`config.mk`:
```
export PLATFORM = sky130hd
export DESIGN_NAME = axil_fifo_bridge
export DESIGN_NICKNAME = d
export VERILOG_FILES = /design/src/rtl/axil_fifo_bridge_pkg.sv /design/src/rtl/axil_fifo_bridge_fifo.sv /design/src/rtl/axil_fifo_bridge.sv
export SDC_FILE = /design/constraint.sdc
export NUM_CORES = 1
export LEC_CHECK = 0
export ABC_CLOCK_PERIOD_IN_PS = 14900
export CAP_MARGIN = 20
export CORE_MARGIN = 2
export CORE_UTILIZATION = 40
export CTS_CLUSTER_DIAMETER = 50
export DETAILED_ROUTE_END_ITERATION = 16
export GPL_ROUTABILITY_DRIVEN = 0
export GPL_TIMING_DRIVEN = 0
export PLACE_DENSITY = 0.59
export SETUP_SLACK_MARGIN = 0.02
export SYNTH_ARGS = -nofsm -noshare
export SYNTH_HDL_FRONTEND = slang
export SYNTH_SLANG_ARGS = --single-unit
export TNS_END_PERCENT = 1
```
`constraint.sdc`:
```
create_clock -name aclk -period 14.9 [get_ports aclk]
set_input_delay 2.98 -clock aclk [delete_from_list [all_inputs] [get_ports aclk]]
set_output_delay 2.98 -clock aclk [all_outputs]
set_load 0.01 [all_outputs]
```
`src/rtl/axil_fifo_bridge_pkg.sv`:
```
// Shared constants and types for the AXI-Lite <-> streaming FIFO bridge.
// Optional loopback register is enabled by defining AXIL_FIFO_BRIDGE_LOOPBACK_EN.
package axil_fifo_bridge_pkg;

    localparam logic [11:0] OFF_TX_DATA  = 12'h000;
    localparam logic [11:0] OFF_TX_VAC   = 12'h004;
    localparam logic [11:0] OFF_RX_DATA  = 12'h008;
    localparam logic [11:0] OFF_RX_OCC   = 12'h00C;
    localparam logic [11:0] OFF_STATUS   = 12'h010;
`ifdef AXIL_FIFO_BRIDGE_LOOPBACK_EN
    localparam logic [11:0] OFF_LOOPBACK = 12'h014;
`endif

    localparam logic [1:0] RESP_OKAY   = 2'b00;
    localparam logic [1:0] RESP_SLVERR = 2'b10;

    localparam int ST_TX_FULL  = 0;
    localparam int ST_RX_EMPTY = 1;
    localparam int ST_TX_OVF   = 2;
    localparam int ST_RX_UDF   = 3;

    typedef struct packed {
        logic rx_udf;
        logic tx_ovf;
        logic rx_empty;
        logic tx_full;
    } status_t;

endpackage

```
`src/rtl/axil_fifo_bridge_fifo.sv`:
```
// Synchronous single-clock FIFO with occupancy count; push/pop must be pre-qualified by the caller.
// Head reads as zero while empty so the exposed data port is clean out of reset.
module axil_fifo_bridge_fifo #(
    parameter int DEPTH = 16,
    parameter int WIDTH = 32,
    localparam int PW = $clog2(DEPTH),
    localparam int CW = $clog2(DEPTH + 1)
) (
    input  logic             clk,
    input  logic             rst,
    input  logic             push,
    input  logic [WIDTH-1:0] push_data,
    input  logic             pop,
    output logic [WIDTH-1:0] head,
    output logic [CW-1:0]    count,
    output logic             full,
    output logic             empty
);

    logic [WIDTH-1:0] mem [DEPTH];
    logic [PW-1:0]    wptr, rptr;

    // Pointers wrap naturally because DEPTH is a power of two.
    always_ff @(posedge clk or posedge rst) begin
        if (rst) begin
            wptr  <= '0;
            rptr  <= '0;
            count <= '0;
        end else begin
            if (push) wptr <= wptr + PW'(1);
            if (pop)  rptr <= rptr + PW'(1);
            if (push && !pop)
                count <= count + CW'(1);
            else if (pop && !push)
                count <= count - CW'(1);
        end
    end

    always_ff @(posedge clk) begin
        if (push) mem[wptr] <= push_data;
    end

    assign full  = (count == CW'(DEPTH));
    assign empty = (count == '0);
    assign head  = empty ? '0 : mem[rptr];

endmodule

```
`src/rtl/axil_fifo_bridge.sv`:
```
// AXI-Lite slave bridging MMIO to a TX and an RX stream FIFO, one outstanding read and write.
// Define AXIL_FIFO_BRIDGE_LOOPBACK_EN to add the internal TX->RX loopback register at 0x014.
module axil_fifo_bridge
    import axil_fifo_bridge_pkg::*;
#(
    parameter int ADDR_WIDTH = 12,
    parameter int TX_DEPTH   = 16,
    parameter int RX_DEPTH   = 16
) (
    input  logic                  aclk,
    input  logic                  areset,
    input  logic [ADDR_WIDTH-1:0] s_awaddr,
    input  logic                  s_awvalid,
    output logic                  s_awready,
    input  logic [31:0]           s_wdata,
    input  logic [3:0]            s_wstrb,
    input  logic                  s_wvalid,
    output logic                  s_wready,
    output logic [1:0]            s_bresp,
    output logic                  s_bvalid,
    input  logic                  s_bready,
    input  logic [ADDR_WIDTH-1:0] s_araddr,
    input  logic                  s_arvalid,
    output logic                  s_arready,
    output logic [31:0]           s_rdata,
    output logic [1:0]            s_rresp,
    output logic                  s_rvalid,
    input  logic                  s_rready,
    output logic [31:0]           tx_data_o,
    output logic                  tx_v_o,
    input  logic                  tx_ready_i,
    input  logic [31:0]           rx_data_i,
    input  logic                  rx_v_i,
    output logic                  rx_ready_o
);

    localparam int TCW = $clog2(TX_DEPTH + 1);
    localparam int RCW = $clog2(RX_DEPTH + 1);

    logic        aw_held, w_held, w_any;
    logic [11:0] aw_off, ar_off;
    logic [31:0] w_data, rd_word;
    logic        tx_ovf, rx_udf;
    status_t     status;

    logic [31:0]    tx_head, rx_head, rx_in;
    logic [TCW-1:0] tx_count;
    logic [RCW-1:0] rx_count;
    logic           tx_full, tx_empty, rx_full, rx_empty;
    logic           tx_push, tx_pop, rx_push, rx_pop;

    logic aw_fire, w_fire, ar_fire, wr_do;
    logic wr_tx, wr_sts, rd_rx, tx_ovf_set, rx_udf_set;

    assign s_awready = ~aw_held & ~s_bvalid;
    assign s_wready  = ~w_held & ~s_bvalid;
    assign s_arready = ~s_rvalid;

    assign aw_fire = s_awvalid & s_awready;
    assign w_fire  = s_wvalid & s_wready;
    assign ar_fire = s_arvalid & s_arready;
    assign wr_do   = aw_held & w_held;
    assign ar_off  = 12'(s_araddr);

    // An all-zero strobe turns any write into an OKAY no-op.
    assign wr_tx  = wr_do & w_any & (aw_off == OFF_TX_DATA);
    assign wr_sts = wr_do & w_any & (aw_off == OFF_STATUS);
    assign rd_rx  = ar_fire & (ar_off == OFF_RX_DATA);

    // A same-cycle fabric pop frees the slot, so a push into a full TX is still accepted.
    assign tx_push    = wr_tx & (~tx_full | tx_pop);
    assign tx_ovf_set = wr_tx & tx_full & ~tx_pop;
    assign rx_pop     = rd_rx & ~rx_empty;
    assign rx_udf_set = rd_rx & rx_empty;

`ifdef AXIL_FIFO_BRIDGE_LOOPBACK_EN
    logic lb, lb_xfer;
    assign lb_xfer    = lb & ~tx_empty & ~rx_full;
    assign tx_pop     = lb ? lb_xfer : (tx_ready_i & ~tx_empty);
    assign rx_push    = lb ? lb_xfer : (rx_v_i & ~rx_full);
    assign rx_in      = lb ? tx_head : rx_data_i;
    assign tx_v_o     = ~tx_empty & ~lb;
    assign rx_ready_o = ~rx_full & ~lb;
`else
    assign tx_pop     = tx_ready_i & ~tx_empty;
    assign rx_push    = rx_v_i & ~rx_full;
    assign rx_in      = rx_data_i;
    assign tx_v_o     = ~tx_empty;
    assign rx_ready_o = ~rx_full;
`endif
    assign tx_data_o = tx_head;

    assign status = '{rx_udf: rx_udf, tx_ovf: tx_ovf, rx_empty: rx_empty, tx_full: tx_full};

    always_comb begin
        rd_word = '0;
        case (ar_off)
            OFF_TX_VAC:   rd_word = 32'(TX_DEPTH) - 32'(tx_count);
            OFF_RX_DATA:  rd_word = rx_head;
            OFF_RX_OCC:   rd_word = 32'(rx_count);
            OFF_STATUS:   rd_word = 32'(status);
`ifdef AXIL_FIFO_BRIDGE_LOOPBACK_EN
            OFF_LOOPBACK: rd_word = 32'(lb);
`endif
            default:      rd_word = '0;
        endcase
    end

    always_ff @(posedge aclk or posedge areset) begin
        if (areset) begin
            aw_held  <= 1'b0;
            aw_off   <= '0;
            w_held   <= 1'b0;
            w_data   <= '0;
            w_any    <= 1'b0;
            s_bvalid <= 1'b0;
            s_bresp  <= RESP_OKAY;
            s_rvalid <= 1'b0;
            s_rdata  <= '0;
            s_rresp  <= RESP_OKAY;
            tx_ovf   <= 1'b0;
            rx_udf   <= 1'b0;
        end else begin
            if (aw_fire) begin
                aw_held <= 1'b1;
                aw_off  <= 12'(s_awaddr);
            end
            if (w_fire) begin
                w_held <= 1'b1;
                w_data <= s_wdata;
                w_any  <= |s_wstrb;
            end
            if (wr_do) begin
                aw_held  <= 1'b0;
                w_held   <= 1'b0;
                s_bvalid <= 1'b1;
                s_bresp  <= tx_ovf_set ? RESP_SLVERR : RESP_OKAY;
            end else if (s_bvalid && s_bready) begin
                s_bvalid <= 1'b0;
            end
            if (ar_fire) begin
                s_rvalid <= 1'b1;
                s_rdata  <= rd_word;
                s_rresp  <= rx_udf_set ? RESP_SLVERR : RESP_OKAY;
            end else if (s_rvalid && s_rready) begin
                s_rvalid <= 1'b0;
            end
            // New error events win over a same-cycle write-1-to-clear.
            tx_ovf <= tx_ovf_set | (tx_ovf & ~(wr_sts & w_data[ST_TX_OVF]));
            rx_udf <= rx_udf_set | (rx_udf & ~(wr_sts & w_data[ST_RX_UDF]));
        end
    end

`ifdef AXIL_FIFO_BRIDGE_LOOPBACK_EN
    always_ff @(posedge aclk or posedge areset) begin
        if (areset)
            lb <= 1'b0;
        else if (wr_do && w_any && aw_off == OFF_LOOPBACK)
            lb <= w_data[0];
    end
`endif

    axil_fifo_bridge_fifo #(.DEPTH(TX_DEPTH), .WIDTH(32)) u_tx (
        .clk(aclk), .rst(areset), .push(tx_push), .push_data(w_data), .pop(tx_pop),
        .head(tx_head), .count(tx_count), .full(tx_full), .empty(tx_empty)
    );

    axil_fifo_bridge_fifo #(.DEPTH(RX_DEPTH), .WIDTH(32)) u_rx (
        .clk(aclk), .rst(areset), .push(rx_push), .push_data(rx_in), .pop(rx_pop),
        .head(rx_head), .count(rx_count), .full(rx_full), .empty(rx_empty)
    );

endmodule

```
==> results.yml, run 1 <==
clocking:
  htreeDepth: 3
  post_cts_resized: 0
  clk_latency_ns: 0.70
  cts_tree: "yes"
  clkSinkCount: 1135
  cts-root-buf: "clkbuf_16"
  numCtsBuffers: 121
  cts_buffer_depth: 3
  post_cts_buffers: 0
  clk_pin_slew_ns: 0.06
  cts_hold_buf: 0
drt:
  num_vias: 21400
  wl_um: 106000
  drc: 0
  wl_met1_um: 42500
  wl_per_cell_um: 27.2
  met3_length_um: 5210
  ant_nets: 0
  wl_met2_um: 55400
  initialDrtViolationCount: 1887
  routed.top_layer: "met5"
  routed_via_density: 5.48
  drt_first_pass_iters: 8
power_and_ir_drop:
  internal_power_mw: 6.67
  power.leakage_nw: 16.8
  seq_power_share_pct: 46.3
  ir_worst_vdd_v: 0.0000996
  p_clk_share_pct: 33.3
  powerDensity_mw_per_mm2: 172
  power_frac_comb_pct: 20.4
  p_switching_mw: 2.44
  switching_share_pct: 26.8
timing:
  fmax_ghz: 0.144
  fin_setup_tns_ns: 0
  drv_slew: 0
  finalCritPeriodShare_pct: 46.7
  setup_viol: 0
  worst_pin_slew_ns: 1.08
  final_hold_viol_count: 0
  period_needed_ns: 6.96
  relSlewSlack_pct: 28.1
  clock_skew_ns: 0.0291
  rsz0062_at_grt: "false"
worst_setup_path:
  critPathMaxFanout: 10
  required_ns: 11.92
  cp_common_cell: "mux4_2"
  cp-end-kind: "output port"
  cp_slowest_cell: "buf_1"
  max_stage_delay_ns: 0.76
  cp-start-kind: "flop"
  crit_arrival_ns: 3.98
  critical_path_class: "flop to output port"
  crit_chain: "clkbuf_1 -> buf_2 -> buf_1 -> mux4_2 -> mux4_2 -> and2_1 -> clkdlybuf4s50_1"
grt:
  grt-ovfl-total: 0
  grt_pass1_wl_um: 154000
  grt_pass1_vias: 23000
  grt_antenna_before_repair: 7
  grtUsageTotal_pct: 19.1
  grt_max_degree: 71
floorplan:
  die_h_um: 335
  core_mm2: 0.109
  ios: 176
  die_w_um: 335
  start_util_pct: 40.4
  rows: 121
  die_area_mm2: 0.113
finish:
  multiInputGateArea_mm2: 0.0101
  area_delta_synth_final_pct: 20.2
  stdcell_count: 3909
  fill_cells: 8729
  layout-drive-gt1-share_pct: 27.7
  seqCellArea_mm2: 0.0335
  fin_util_pct: 48.5
  final_net_count: 2512
logic_synthesis:
  synth.avg_cell_area_um2: 21.7
  synth_cell_types: 54
  ys_seq_area_share_pct: 76.3
  netlist_instances: 2021
  ys_seq_elements: 1135
  yosys_warnings: 0
  synth_edf_count: 1024
  netlist_area_mm2: 0.0440
  ys.flop_type: "edfxtp_1"
  async_reset_ff_share_pct: 9.78
placed_design:
  dpl.hpwl_um: 69000
  place_inst: 3678
  portBuffers: 173
worst_hold_path:
  hold_class: "flop to flop"
run:
  maxCapViolCount: 0
outcome:
  outcome: "finished clean"
layer usage:
| metal | up-vias | GRT usage [%] |
|---|---|---|
| met5 | - | 0 |
| met4 | 12 | 6.10 |
| met3 | 198 | 3.48 |
| met2 | 597 | 33.6 |
| met1 | 11500 | 23.8 |
| li1 | 9099 | - |
sequential cells by signal, summed over array words and instances, names as in the netlist:
name,flops
u_tx.rptr,4
tx_ovf,1
u_rx.mem,512
u_rx.count,5
rx_udf,1
aw_held,1
u_tx.count,5
u_rx.wptr,4
w_held,1
aw_off,12
u_tx.mem,512
s_rresp,1
w_any,1
s_bvalid,1
s_bresp,1
s_rdata,32
u_rx.rptr,4
u_tx.wptr,4
s_rvalid,1
w_data,32
cell families after synthesis:
kind of cell	after synthesis	share of synthesized area, %
XOR/XNOR	22	0.438
flip-flops	1135	76.3
buffers and inverters	130	1.22
AND/OR/NAND/NOR	206	2.37
other	1	0.00853
adder cells (fa/ha/maj)	24	0.717
AO/OA/AOI/OAI	104	1.49
multiplexers	399	17.5
cell usage after synthesis, types with 2 or more instances:
master	n	area, um^2
a21o_1	5	37.5
a21oi_1	36	180
a22oi_1	2	15.0
and2_1	39	244
buf_1	20	75.1
buf_2	22	110
buf_4	5	37.5
clkbuf_1	60	225
dfrtp_1	111	2780
edfxtp_1	1024	30700
fa_1	2	40.0
ha_1	22	275
inv_1	23	86.3
mux2_2	77	867
mux2i_1	35	350
mux4_2	287	6460
nand2_1	58	218
nand2b_1	5	31.3
nand3_1	3	15.0
nand4_1	4	25.0
nor2_1	57	214
nor2b_1	6	37.5
nor3_1	10	50.1
nor3b_1	3	22.5
nor4_1	5	31.3
o211ai_1	28	210
o21ai_0	16	80.1
o21bai_1	2	15.0
o22ai_1	4	25.0
o41ai_1	2	17.5
or3_1	2	12.5
or4_1	4	30.0
xnor2_1	17	149
xor2_1	5	43.8
path summary, 6_finish.rpt:
kind	start	end	slack, ns	depth (start not counted)
worst max register to register	u_tx.count[0]$_DFFE_PP0P_	u_tx.mem[4][20]$_DFFE_PP_	10.54	13
worst min register to register	s_rresp[1]$_DFFE_PP0N_	s_rresp[1]$_DFFE_PP0N_	0.49	2
worst max-delay path	u_tx.rptr[0]$_DFFE_PP0P_	tx_data_o[9]	7.94	7
min in group asynchronous	areset	s_rdata[9]$_DFFE_PP0N_	2.74	2
max in group asynchronous	areset	w_data[11]$_DFFE_PP0P_	11.32	3
worst min-delay path	s_rresp[1]$_DFFE_PP0N_	s_rresp[1]$_DFFE_PP0N_	0.49	2
layout by cell type, fill, tap and decap left out, types with 28 or more instances in the layout:
cell / n
o211ai_1: 28
dfrtp_1: 111
mux4_2: 287
clkdlybuf4s50_1: 173
mux2i_1: 35
nor2_1: 37
a21oi_1: 36
clkbuf_16: 123
mux2_2: 77
clkbuf_1: 78
edfxtp_1: 1024
nand2_1: 58
and2_1: 35
power groups by stage:
stage	combinational, mW	clock, mW	sequential (mW)
final	1.86	3.03	4.22
after detailed placement	1.90	0	4.29
after global routing	1.99	3.21	4.27
after floorplan	1.10	0	4.18
after CTS	1.90	3.09	4.23
after global placement	1.77	0	4.27
metrics by stage:
stage / hold slack, ns / power [mW] / setup slack (ns) / cell area [um^2]
2_1_floorplan: 0.450 / 5.28 / 8.32 / 44000
3_3_place_gp: 0.464 / 6.04 / 4.25 / 47500
3_5_place_dp: 0.478 / 6.19 / 7.94 / 48800
4_1_cts: 0.491 / 9.22 / 7.80 / 52800
5_1_grt: 0.513 / 9.47 / 7.66 / 52800
6_report: 0.487 / 9.11 / 7.94 / 52800
area by class of cell:
class	count	area share, %
diodes	1	0.00474
inverters	23	0.173
clock buffers	144	6.03
plain buffers	107	0.848
repair buffers	242	5.35
multi-input cells	757	19.1
clock inverters	86	1.70
well taps	1414	3.35
flip-flops and latches	1135	63.5
critical path, delay by kind of cell (launching register included):
family / cells / cell delay (ns)
simple gates: 1 / 0.19
mux: 2 / 1.09
flops: 1 / 0.35
buf+inv: 4 / 1.65
No activity file was read; power rests on OpenSTA's default activity.
==> inputs of run 2 (changes only) <==
--- a/config.mk
+++ b/config.mk
@@ -5,7 +5,7 @@
 export SDC_FILE = /design/constraint.sdc
 export NUM_CORES = 1
 export LEC_CHECK = 0
-export ABC_CLOCK_PERIOD_IN_PS = 14900
+export ABC_CLOCK_PERIOD_IN_PS = 5600
 export CAP_MARGIN = 20
 export CORE_MARGIN = 2
 export CORE_UTILIZATION = 40
@@ -13,7 +13,7 @@
 export DETAILED_ROUTE_END_ITERATION = 16
 export GPL_ROUTABILITY_DRIVEN = 0
 export GPL_TIMING_DRIVEN = 0
-export PLACE_DENSITY = 0.59
+export PLACE_DENSITY = 0.61
 export SETUP_SLACK_MARGIN = 0.02
 export SYNTH_ARGS = -nofsm -noshare
 export SYNTH_HDL_FRONTEND = slang
==> constraint.sdc (replaced) <==
create_clock -name aclk -period 5.6 [get_ports aclk]
set_input_delay 1.12 -clock aclk [delete_from_list [all_inputs] [get_ports aclk]]
set_output_delay 1.12 -clock aclk [all_outputs]
set_load 0.01 [all_outputs]
==> run 2 against run 1 <==
Effect of this change: via count is essentially flat; die area is the same; wire length shrank 0.30%; clock skew grew 0.0013 ns; hold slack lost 0.0028 ns; clock-buffer cell count grew 21; critical endpoint is now tx_data_o[0].
==> results.yml, run 2 (synthesized netlist as in run 1, its figures left out) <==
drt:
  initialDrtViolationCount: 2122
  ant_nets: 0
  wl_per_cell_um: 27.2
  drc: 0
  num_vias: 21400
  drt_first_pass_iters: 6
  routed_via_density: 5.49
  wl_um: 106000
clocking:
  cts_hold_buf: 0
  clkSinkCount: 1135
  cts_buffer_depth: 3
  cts-root-buf: "clkbuf_16"
  post_cts_buffers: 0
  clk_latency_ns: 0.69
  post_cts_resized: 0
  cts_tree: "yes"
  numCtsBuffers: 119
  clk_pin_slew_ns: 0.06
  htreeDepth: 3
worst_setup_path:
  cp_slowest_cell: "clkbuf_1"
  crit_chain: "clkbuf_1 -> clkbuf_1 -> mux4_2 -> mux4_2 -> and2_1 -> clkdlybuf4s50_1"
  crit_buf_inv: 3
  max_stage_delay_ns: 0.77
  crit_arrival_ns: 4.03
  worstRegToRegCells: 13
  cp-end-kind: "output port"
  critical_path_class: "flop to output port"
  worst_path_dominant_cell_family: "buffers and inverters"
  cp_num_cells: 6
  required_ns: 4.48
  critPathMaxFanout: 10
  cp-start-kind: "flop"
worst_hold_path:
  hold_class: "flop to flop"
  whs_path_depth: 2
placed_design:
  dpl.hpwl_um: 69600
  place_inst: 3676
  portBuffers: 173
finish:
  stdcell_count: 3903
  fin_util_pct: 48.4
  largestRegisters: "u_rx.mem x512, u_tx.mem x512"
  final_common_cell: "edfxtp_1"
  fill_cells: 8757
  area_delta_synth_final_pct: 19.8
  most-common-layout-cells: "edfxtp_1 (1024), mux4_2 (287), clkdlybuf4s50_1 (173)"
  final_net_count: 2510
  layout-drive-gt1-share_pct: 27.1
floorplan:
  die_area_mm2: 0.113
  rows: 121
  die_w_um: 335
  start_util_pct: 40.4
  core_mm2: 0.109
  die_h_um: 335
  ios: 176
grt:
  grt-ovfl-total: 0
  grt_pass1_wl_um: 154000
  grt_pass1_vias: 22800
  grtUsageTotal_pct: 19.0
  grt_antenna_before_repair: 9
  grt_max_degree: 69
run:
  maxCapViolCount: 0
timing:
  setup_viol: 0
  drv_slew: 0
  rsz0062_at_grt: "false"
  final_hold_viol_count: 0
  finalCritPeriodShare_pct: 91.9
  relSlewSlack_pct: 24.8
  clock_skew_ns: 0.0305
  period_needed_ns: 5.15
  fmax_ghz: 0.194
  fin_setup_tns_ns: 0
  worst_pin_slew_ns: 1.13
power_and_ir_drop:
  power.leakage_nw: 16.7
  ir_worst_vdd_v: 0.000336
  power.total_mw: 24.0
  powerDensity_mw_per_mm2: 455
outcome:
  outcome: "finished clean"
## run 2: path summary, 6_finish.rpt
path | startpoint | end | slack, ns
max | u_tx.rptr[1]$_DFFE_PP0P_ | tx_data_o[0] | 0.45
min | s_rdata[3]$_DFFE_PP0N_ | s_rdata[3]$_DFFE_PP0N_ | 0.48
max reg2reg | u_tx.count[0]$_DFFE_PP0P_ | u_tx.mem[4][20]$_DFFE_PP_ | 1.33
min reg2reg | s_rdata[3]$_DFFE_PP0N_ | s_rdata[3]$_DFFE_PP0N_ | 0.48
max in group asynchronous | areset | w_data[28]$_DFFE_PP0P_ | 3.89
min in group asynchronous | areset | s_rdata[8]$_DFFE_PP0N_ | 0.90
## run 2: worst min-delay path: stages (launching register included)
cell	delay (ns)
dfrtp_1	0.34
nand2_1	0.05
o21ai_0	0.06
## run 2: cell type report
type | count | area, um^2 | area share (%)
timing repair buffer | 242 | 2820 | 5.35
multi-input combinational | 757 | 10100 | 19.2
inverter | 23 | 91.3 | 0.173
clock inverter | 59 | 624 | 1.19
clock buffer | 165 | 3290 | 6.25
antenna | 1 | 2.50 | 0.00475
tap | 1414 | 1770 | 3.36
buffer | 107 | 448 | 0.851
sequential | 1135 | 33500 | 63.7
## run 2: per-layer routing
| layer | GRT usage [%] | wire, um | vias up |
|---|---|---|---|
| met4 | 5.00 | 2470 | 12 |
| met2 | 33.9 | 56200 | 709 |
| met5 | 0 | 77 | - |
| met1 | 23.7 | 41100 | 11500 |
| li1 | - | - | 9084 |
| met3 | 3.37 | 6230 | 175 |
## run 2: power breakdown
| group | switching, mW | internal [mW] |
|---|---|---|
| registers | 0.756 | 10.5 |
| clock network | 3.23 | 4.58 |
| logic | 2.42 | 2.52 |
| total | 6.40 | 17.6 |
## run 2: metrics by stage
stage	cell area (um^2)	setup WS [ns]	hold WS (ns)
floorplan	44000	0.878	0.450
global placement	47500	-3.12	0.470
detailed placement	48700	0.454	0.476
CTS	52600	0.307	0.489
global route	52700	0.342	0.525
finish	52700	0.454	0.484
==> inputs of run 3 (changes only) <==
--- a/config.mk
+++ b/config.mk
@@ -9,12 +9,14 @@
 export CAP_MARGIN = 20
 export CORE_MARGIN = 2
 export CORE_UTILIZATION = 40
+export CTS_BUF_LIST = sky130_fd_sc_hd__clkbuf_8
 export CTS_CLUSTER_DIAMETER = 50
 export DETAILED_ROUTE_END_ITERATION = 16
 export GPL_ROUTABILITY_DRIVEN = 0
 export GPL_TIMING_DRIVEN = 0
 export PLACE_DENSITY = 0.61
 export SETUP_SLACK_MARGIN = 0.02
+export SLEW_MARGIN = 0
 export SYNTH_ARGS = -nofsm -noshare
 export SYNTH_HDL_FRONTEND = slang
 export SYNTH_SLANG_ARGS = --single-unit
==> run 3 against run 2 <==
Effect of this change: wire length rose by 0.80%; clock skew down 0.0021 ns; final cell count grew 3.0%; critical path depth unchanged; global-route usage is 0.21 points higher; first-iteration DRC count increased by 5.2%; hold slack gained 0.0011 ns.
==> results.yml, run 3 (synthesized netlist as in run 1, its figures left out) <==
timing:
  fin_ws_ns: 0.271
  relSlewSlack_pct: 24.0
  final_hold_viol_count: 0
  rsz0062_at_grt: "false"
  setup_viol: 0
  clock_skew_ns: 0.0284
  finalCritPeriodShare_pct: 95.2
  fmax_ghz: 0.188
  drv_slew: 0
  worst_pin_slew_ns: 1.14
  period_needed_ns: 5.33
  fin_setup_tns_ns: 0
clocking:
  post_cts_resized: 0
  numCtsBuffers: 182
  post_cts_buffers: 0
  cts_tree: "yes"
  htreeDepth: 4
  clkSinkCount: 1135
  clk_pin_slew_ns: 0.07
  cts_buffer_depth: 3
  cts-root-buf: "clkbuf_8"
  cts_hold_buf: 0
  clk_latency_ns: 0.85
floorplan:
  start_util_pct: 40.4
  ios: 176
  rows: 121
  die_w_um: 335
  die_area_mm2: 0.113
  core_mm2: 0.109
  die_h_um: 335
drt:
  initialDrtViolationCount: 2233
  routed.top_layer: "met5"
  drt_first_pass_iters: 7
  drc: 0
  wl_met1_um: 41300
  routed_via_density: 5.42
  wl_per_cell_um: 26.6
  wl_um: 107000
  num_vias: 21800
  wl_met2_um: 56400
  met3_length_um: 6640
  ant_nets: 0
finish:
  area_delta_synth_final_pct: 18.6
  largestRegisters: "u_rx.mem x512, u_tx.mem x512"
  fin_util_pct: 47.9
  final_common_cell: "edfxtp_1"
  fill_cells: 8862
  most-common-layout-cells: "edfxtp_1 (1024), mux4_2 (287), clkbuf_8 (191)"
  layout-drive-gt1-share_pct: 27.8
  final_net_count: 2572
placed_design:
  preCtsSetupSlack_ns: 0.454
  dpl.hpwl_um: 69600
  portBuffers: 173
worst_setup_path:
  crit_buf_inv: 3
  cp-start-kind: "flop"
  cp_slowest_cell: "clkbuf_1"
  required_ns: 4.48
  max_stage_delay_ns: 0.76
  critical_path_class: "flop to output port"
  worst_path_dominant_cell_family: "buffers and inverters"
  critPathMaxFanout: 10
  crit_chain: "clkbuf_1 -> clkbuf_1 -> mux4_2 -> mux4_2 -> and2_1 -> clkdlybuf4s50_1"
  cp-end-kind: "output port"
  crit_arrival_ns: 4.21
grt:
  grt_max_degree: 69
  grt_antenna_before_repair: 10
  grt_pass1_wl_um: 155000
  grt-ovfl-total: 0
  grt_pass1_vias: 23400
  grtUsageTotal_pct: 19.2
outcome:
  outcome: "finished clean"
power_and_ir_drop:
  power.total_mw: 22.8
  power.leakage_nw: 16.8
  powerDensity_mw_per_mm2: 437
  ir_worst_vdd_v: 0.000244
run:
  maxCapViolCount: 0
worst_hold_path:
  hold_class: "flop to flop"
==> run 3: cell count changes in the layout (fill, tap and decap cells not counted), moves of 6 or more <==
| cell | before | now |
|---|---|---|
| clkbuf_8 | 10 | 191 |
| clkbuf_1 | 94 | 60 |
| inv_1 | 22 | 99 |
| clkbuf_16 | 121 | 0 |
| clkinv_1 | 14 | 37 |
| bufinv_16 | 10 | 4 |
==> run 3: metal layers <==
layer / vias to the layer above / GRT usage, %
li1: 9215 / -
met1: 11600 / 23.6
met2: 809 / 33.7
met3: 179 / 3.94
met4: 10 / 6.39
met5: - / 0
==> run 3: path summary, 6_finish.rpt <==
check | from | end | slack, ns | cells past startpoint
max reg2reg | u_tx.count[0]$_DFFE_PP0P_ | u_tx.mem[4][21]$_DFFE_PP_ | 1.32 | 13
min in group asynchronous | areset | u_rx.rptr[1]$_DFFE_PP0P_ | 0.74 | 2
max | u_tx.rptr[1]$_DFFE_PP0P_ | tx_data_o[0] | 0.27 | 6
min reg2reg | s_rdata[3]$_DFFE_PP0N_ | s_rdata[3]$_DFFE_PP0N_ | 0.49 | 2
max in group asynchronous | areset | u_tx.rptr[0]$_DFFE_PP0P_ | 4.04 | 3
min | s_rdata[3]$_DFFE_PP0N_ | s_rdata[3]$_DFFE_PP0N_ | 0.49 | 2
==> run 3: tightest hold or removal path: cells and delay by family (launching register included) <==
| kind | cells | cell delay [ns] |
|---|---|---|
| flops | 1 | 0.34 |
| simple gates | 1 | 0.05 |
| compound gates | 1 | 0.06 |
==> run 3: metrics by stage <==
stage	std cells	cell area, um^2	hold WS, ns
2_1_floorplan	2022	44000	0.450
3_3_place_gp	3609	47500	0.470
3_5_place_dp	3676	48700	0.476
4_1_cts	4017	52100	0.490
5_1_grt	4021	52100	0.523
6_report	4022	52100	0.485
==> run 3: cell type report <==
class	instances	area, um^2	area share (%)
multi-input cells	757	10100	19.3
plain buffers	107	448	0.859
clock buffers	191	2630	5.04
well taps	1414	1770	3.39
clock inverters	150	781	1.50
repair buffers	241	2800	5.37
diodes	4	10.0	0.0192
inverters	23	91.3	0.175
flip-flops and latches	1135	33500	64.3
==> run 3: where the power goes <==
part,switching [mW],internal (mW),total (mW)
clock,3.26,3.36,6.62
combinational,2.41,2.51,4.92
sequential,0.754,10.5,11.2
total,6.43,16.4,22.8
